`config.mk`:
```
export PLATFORM = sky130hd
export DESIGN_NAME = test
export DESIGN_NICKNAME = d
export VERILOG_FILES = /design/src/rtl/test.sv
export SDC_FILE = /design/constraint.sdc
export NUM_CORES = 1
export LEC_CHECK = 0
export CAP_MARGIN = 20
export CORE_UTILIZATION = 40
export CTS_BUF_LIST = sky130_fd_sc_hd__clkbuf_4
export DETAILED_ROUTE_END_ITERATION = 7
export DONT_BUFFER_PORTS = 1
export GPL_TIMING_DRIVEN = 0
export MAX_ROUTING_LAYER = met4
export SLEW_MARGIN = 20
export SYNTH_ARGS = -nofsm -noshare
export SYNTH_HDL_FRONTEND = slang
export SYNTH_SLANG_ARGS = --single-unit
```
`constraint.sdc`:
```
create_clock -name clk -period 12.4 [get_ports clk]
set_clock_uncertainty 0.2 [all_clocks]
set_input_delay 1.86 -clock clk [delete_from_list [all_inputs] [get_ports clk]]
set_output_delay 1.86 -clock clk [all_outputs]
set_load 0.1 [all_outputs]
```
`src/rtl/test.sv`:
```
// 8-bit single-cycle processor: fixed 32-entry instruction ROM, 4x8 register file,
// 32x8 data memory. RawOutput shows the most recent register write-back value.
module test (
  input  logic       clk,
  input  logic       Reset,
  output logic [7:0] RawOutput
);

  typedef enum logic [1:0] {
    OP_ADD = 2'b00,
    OP_LW  = 2'b01,
    OP_SW  = 2'b10,
    OP_JMP = 2'b11
  } op_e;

  logic [7:0] pc;
  logic [7:0] regs [4];
  logic [7:0] mem  [32];

  logic [7:0] instr;
  op_e        op;
  logic [1:0] rs, rt, rd;
  logic [7:0] sum;
  logic [4:0] addr;
  logic [7:0] load;
  logic [7:0] pc_next;

  // NOTE: every variable written here gets a default first, so no path can infer a latch.
  always_comb begin
    instr = 8'h00;
    case (pc[4:0])
      5'd0: instr = 8'h45;
      5'd1: instr = 8'h16;
      5'd2: instr = 8'h27;
      5'd3: instr = 8'h8C;
      5'd4: instr = 8'h40;
      5'd5: instr = 8'h30;
      5'd6: instr = 8'hFE;
      default: instr = 8'h00;
    endcase
  end

  assign op = op_e'(instr[7:6]);
  assign rs = instr[5:4];
  assign rt = instr[3:2];
  assign rd = instr[1:0];

  assign sum  = regs[rs] + regs[rt];
  // Data address is computed in 8 bits and only the low 5 bits select the word.
  assign addr = 5'(regs[rs] + {{6{instr[1]}}, instr[1:0]});
  assign load = mem[addr];

  always_comb begin
    pc_next = pc + 8'd1;
    if (op == OP_JMP) pc_next = pc + 8'd1 + {{2{instr[5]}}, instr[5:0]};
  end

  // NOTE: state updates use non-blocking assignments so every write commits together at the edge.
  // NOTE: the data memory is built from resettable flops because it must reload MEM[a]=a on reset.
  always_ff @(posedge clk) begin
    if (Reset) begin
      pc        <= 8'd0;
      RawOutput <= 8'd0;
      for (int i = 0; i < 4; i++) regs[i] <= 8'd0;
      for (int i = 0; i < 32; i++) mem[i] <= 8'(i);
    end else begin
      pc <= pc_next;
      case (op)
        OP_ADD: begin
          regs[rd]  <= sum;
          RawOutput <= sum;
        end
        OP_LW: begin
          regs[rt]  <= load;
          RawOutput <= load;
        end
        OP_SW:   mem[addr] <= regs[rt];
        default: ;
      endcase
    end
  end

endmodule

```
## Word-level counts from Yosys, hierarchy flattened

Memories as Yosys holds them, arrays and structs flattened.
Index checks and enable logic that the tools add are counted.
Widths: inputs -> output; s select.

| storage, ports and cells | value |
|---|---|
| flip-flop bits (word level) | 16 |
| bits in writable memories | 288 |
| memories kept | 2 |

| cells by class | value |
|---|---|
| equal/unequal tests | 9 |
| $add $sub $neg | 4 |
| reductions and logical operators | 6 |
| muxes and demuxes | 23 |

Memories:

| name | words | bits a word | rd ports | clocked after Yosys merged registers in | wr ports | line | text |
|---|---|---|---|---|---|---|---|
| mem | 32 | 8 | 1 | 0 | 32 | 18 | `logic [7:0] mem [32];` |
| regs | 4 | 8 | 2 | 0 | 4 | 17 | `logic [7:0] regs [4];` |

Operator list:

| cell | number |
|---|---|
| $pmux 8 s7 | 1 |
| $mux 8 | 4 |
| $reduce_or 8->1 | 3 |
| $add 8x8->8 | 2 |
| $pmux 8 s2 | 1 |
| $eq 5x3->1 const B | 3 |
| $mux 1 | 14 |
| $eq 5x2->1 const B | 2 |
| $add 8x1->8 const B | 1 |
| $add 5x5->5 | 1 |
| $eq 5x1->1 const B | 1 |
| $logic_not 5->1 | 1 |
| $mux 5 | 1 |
| $eq 2x2->1 const B | 2 |
| $mux 2 | 2 |
| $eq 2x1->1 const B | 1 |
| $logic_not 2->1 | 1 |
| $reduce_bool 2->1 | 1 |

## Longest topological paths before layout

| logic depth | value |
|---|---|
| depth in word-level cells | 9 |
| mapped depth | 21 |

## Worst setup path after synthesis

Ideal clock, no wire load.

| path | value |
|---|---|
| path type | flip-flop to flip-flop |
| start | reg pc[0] |
| end | mem regs[0][1], data pin |
| cell stages (with the launch flop) | 19 |
| path buffers | 4 |
| clock period less this slack | 4.880 ns |
| required time | 11.945 ns |
| slack | 7.520 ns |
| arrival time | 4.424 ns |
| library setup time | 0.255 ns |
| cells stage by stage | dfxtp_1 ha_1 a21oi_1 nor2_1 buf_1 mux2_2 nor2_1 a21oi_1 ha_1 fa_1 buf_2 clkbuf_1 buf_1 mux4_2 mux2i_1 mux2i_1 mux2i_1 nand2_1 and3b_1 |

RTL lines:

| item | line | text |
|---|---|---|
| from (decl) | 16 | `logic [7:0] pc;` |
| from (signal assigned) | 67 | `pc <= pc_next;` |
| to (decl) | 17 |  |

==> flow_summary.rst <==
.. list-table::
   :header-rows: 1

   * - Metric
     - Value
   * - Run status
     - finished clean
   * - Number of sinks driven by the clock tree
     - 301
   * - Starting DRT DRC Count
     - 1015
   * - Number of input and output port buffers inserted
     - 0
   * - Relative slew slack
     - 25.40%
   * - Post-synthesis cell type with the largest combined area
     - sky130_fd_sc_hd__edfxtp_1
   * - Number of buffers on the longest clock path
     - 3
   * - Via count
     - 9622
   * - Cell Count, Final, Fillers Out
     - around 1.7k
   * - Crit share post-route
     - between 50% and 60%
   * - Post-synthesis instance area
     - 14450 um2
   * - Routability Congestion
     - 0.9659
   * - Number of standard cells after synthesis
     - roughly 1.1k
   * - Antenna viol nets, final
     - 0
   * - Final max-slew violation count
     - 0
   * - #FFs+latches synth
     - 301
   * - Setup Fix Bufs, Post-CTS
     - 0
   * - Area growth from synthesis to layout
     - 10.74%
   * - Sequential area share after synthesis
     - 61.65%
   * - Number of nets produced by synthesis
     - 1126
   * - CTS tree
     - built
   * - Pin slew with the least headroom to its limit
     - roughly 1.1 ns
   * - Gates resized, CTS repair
     - 0
   * - Maximum achievable frequency
     - 143.6 MHz
   * - CP Launch Type
     - flip-flop
   * - Number of global-route vias before repair
     - 9725
   * - Ranking of synthesized cells by area
     - sky130_fd_sc_hd__edfxtp_1 (60%), sky130_fd_sc_hd__mux4_2 (11%), sky130_fd_sc_hd__nor2_1 (6.4%)
   * - Flip-flop and latch area
     - 8909 um2
   * - Final setup fails
     - 0
   * - Leading register cell type out of synthesis
     - sky130_fd_sc_hd__edfxtp_1
   * - Vertical die dimension
     - 192.1 um
   * - EDFF count, synth
     - 288
   * - R2R Setup Slk
     - 5.44 ns
   * - Core Rows
     - 69
   * - Multi-input gate area
     - ~5200 um2
   * - Die width
     - slightly below 200 um
   * - Number of design rule violations left after detail routing
     - 0
   * - Initial antenna violation count
     - 3
   * - Overall routed net length
     - 42.62 mm
   * - Fraction of layout cells with a size suffix above 1
     - around 22%
   * - Share of the synthesized area in the top cell type
     - 59.84%
   * - Nets@finish
     - 1208
   * - Number of cells after detailed placement
     - 1563
   * - Sum of negative setup slack
     - 0 ns
   * - Master cell of the clock root buffer
     - sky130_fd_sc_hd__clkbuf_4
   * - Startpoint of the worst register-to-register path
     - pc[1]$_SDFF_PP0_
   * - Clock latency on the worst-skew pair
     - 0.76 ns
   * - Drt pass-1 iters
     - 5
   * - Final worst path period need
     - 6.963 ns
   * - Type of the worst min-delay path
     - reg -> reg
   * - Final number of hold-violating endpoints
     - 0
   * - Vias per inst
     - 5.663
   * - Min-Delay Path Depth
     - 1
   * - R2r worst-path depth
     - 19
   * - Kind of end point of the critical path
     - flip-flop
   * - Worst hold endpoint
     - pc[0]$_SDFF_PP0_
   * - Number of library cell types mapped by synthesis
     - between 50 and 60
   * - Grt total ovfl
     - 0
   * - Instance area after placement
     - ~15000 um2
   * - Required arrival time at the worst endpoint
     - around 13 ns
   * - Max Cap Violations
     - 0
   * - Average routed wire per standard cell
     - 25.08 um
   * - Detail Placement HPWL
     - 29.49 mm
   * - Core region area
     - 35570 um2
   * - Arrival time at the worst endpoint
     - 7.27 ns
   * - Setup repair after global routing missed its margin
     - no
   * - Post-CTS Hold Fix Bufs
     - 0
   * - Proportion of register bits with asynchronous set or reset after synthesis
     - 0%
   * - Wire length of the first global-routing pass
     - slightly above 60 mm
   * - Starting utilization of the core area
     - around two fifths
   * - Boundary Pins
     - 10
   * - Post-route standard cell area excluding fillers
     - 16000 um2
   * - FILL cells
     - between 3k and 4k
   * - Start-to-end type of the worst setup path
     - reg -> reg
   * - CP Max Fanout
     - 10
   * - Average cell area after synthesis
     - roughly 13 um2
   * - Pin count of the biggest net entering global routing
     - 13
   * - CTS clock-pin slew for the worst setup and hold paths
     - 0.07 ns
   * - Total track usage
     - 24.73%
   * - Ranking of synthesized cells by instance count
     - sky130_fd_sc_hd__edfxtp_1 (288), sky130_fd_sc_hd__nor2_1 (248), sky130_fd_sc_hd__nand2_1 (166), sky130_fd_sc_hd__mux4_2 (72), sky130_fd_sc_hd__mux2i_1 (46)
   * - Full die area
     - between 30000 and 40000 um2
   * - Startpoint of the worst hold path
     - pc[0]$_SDFF_PP0_
   * - Critical register-to-register path endpoint
     - regs[0][1]$_SDFFCE_PN0P_
   * - Library cell with the highest instance count after synthesis
     - sky130_fd_sc_hd__edfxtp_1
   * - CTS H-Tree Depth
     - 3
   * - Clock buffers created by TritonCTS
     - 80
   * - Number of warning messages in the yosys log
     - 0
==> through the flow <==
| step | hold slack [ns] | util, % | setup WS (ns) |
|---|---|---|---|
| after global routing | 0.3627 | 44.99 | 5.257 |
| after global placement | 0.3277 | 42.25 | 5.120 |
| after floorplan | 0.2934 | - | 7.520 |
| after CTS | 0.3439 | 44.97 | 5.576 |
| final | 0.3358 | 44.99 | 5.437 |
| after detailed placement | 0.3306 | 42.26 | 5.604 |
==> how the worst max path moves through the flow <==
stage / start / end / slack, ns / cells after the start
after global placement: pc[0]$_SDFF_PP0_ / regs[0][1]$_SDFFCE_PN0P_ / 5.12 / 18
final: pc[1]$_SDFF_PP0_ / regs[0][1]$_SDFFCE_PN0P_ / 5.44 / 19
after global routing: pc[0]$_SDFF_PP0_ / regs[0][1]$_SDFFCE_PN0P_ / 5.26 / 18
after floorplan: pc[0]$_SDFF_PP0_ / regs[0][1]$_SDFFCE_PN0P_ / 7.52 / 18
after CTS: pc[1]$_SDFF_PP0_ / regs[0][1]$_SDFFCE_PN0P_ / 5.58 / 19
after detailed placement: pc[0]$_SDFF_PP0_ / regs[0][1]$_SDFFCE_PN0P_ / 5.60 / 18
==> worst max-delay path: stages, from the launching register on <==
cell,delay (ns)
sky130_fd_sc_hd__dfxtp_1,0.34
sky130_fd_sc_hd__inv_1,0.08
sky130_fd_sc_hd__ha_1,0.29
sky130_fd_sc_hd__a21oi_1,0.20
sky130_fd_sc_hd__nor2_1,0.21
sky130_fd_sc_hd__buf_1,0.56
sky130_fd_sc_hd__mux2_2,0.40
sky130_fd_sc_hd__nor2_1,0.08
sky130_fd_sc_hd__a21oi_1,0.09
sky130_fd_sc_hd__ha_1,0.30
sky130_fd_sc_hd__fa_1,0.53
sky130_fd_sc_hd__buf_2,0.27
sky130_fd_sc_hd__clkbuf_2,0.56
sky130_fd_sc_hd__buf_1,0.89
sky130_fd_sc_hd__mux4_2,0.41
sky130_fd_sc_hd__mux2i_1,0.36
sky130_fd_sc_hd__mux2i_1,0.14
sky130_fd_sc_hd__mux2i_1,0.45
sky130_fd_sc_hd__nand2_1,0.13
sky130_fd_sc_hd__and3b_1,0.19
==> registers in the layout, summed over array words and instances (netlist names) <==
register and flops:
RawOutput 8, pc 5, regs 32, mem 256
==> metal layers <==
metal / part of all wire [%] / vias to the layer above / global-route usage, %
met2: 46 / 500 / 37.24
met1: 41 / 4821 / 31.15
met3: 9.7 / 108 / 7.711
li1: - / 4193 / -
met4: 3.7 / 0 / 9.600
met5: 0 / - / -
==> area by class of cell <==
| cell class | instances | share of cell area, % |
|---|---|---|
| diodes | 3 | 0.04691 |
| plain buffers | 62 | 1.923 |
| clock buffers | 119 | 5.583 |
| clock inverters | 14 | 0.4457 |
| inverters | 22 | 0.5160 |
| multi-input cells | 717 | 32.21 |
| flip-flops and latches | 301 | 55.67 |
| well taps | 461 | 3.604 |
==> kinds of logic after synthesis <==
family	Yosys count	synth area share (%)
AND/OR/NAND/NOR	481	13.77
flip-flops	301	61.64
multiplexers	125	14.95
buffers and inverters	84	2.684
AO/OA/AOI/OAI	70	3.299
adder cells (fa/ha/maj)	22	2.061
XOR/XNOR	19	1.593
==> cell usage in the layout (no fill, tap or decap), types with 8 or more instances in the layout <==
| cell | instances |
|---|---|
| sky130_fd_sc_hd__clkbuf_1 | 18 |
| sky130_fd_sc_hd__dfxtp_1 | 13 |
| sky130_fd_sc_hd__ha_1 | 19 |
| sky130_fd_sc_hd__xnor2_1 | 8 |
| sky130_fd_sc_hd__edfxtp_1 | 288 |
| sky130_fd_sc_hd__a21oi_1 | 23 |
| sky130_fd_sc_hd__mux2i_1 | 46 |
| sky130_fd_sc_hd__nand2_1 | 166 |
| sky130_fd_sc_hd__a21o_1 | 8 |
| sky130_fd_sc_hd__a21oi_2 | 8 |
| sky130_fd_sc_hd__nand3_1 | 16 |
| sky130_fd_sc_hd__o21ai_0 | 9 |
| sky130_fd_sc_hd__inv_1 | 20 |
| sky130_fd_sc_hd__clkbuf_4 | 119 |
| sky130_fd_sc_hd__nor2_1 | 248 |
| sky130_fd_sc_hd__buf_2 | 31 |
| sky130_fd_sc_hd__mux4_2 | 72 |
Power is left out: the tool's default activity adds up to more than one toggle a clock period on the data nets, which glitch-free logic cannot reach.
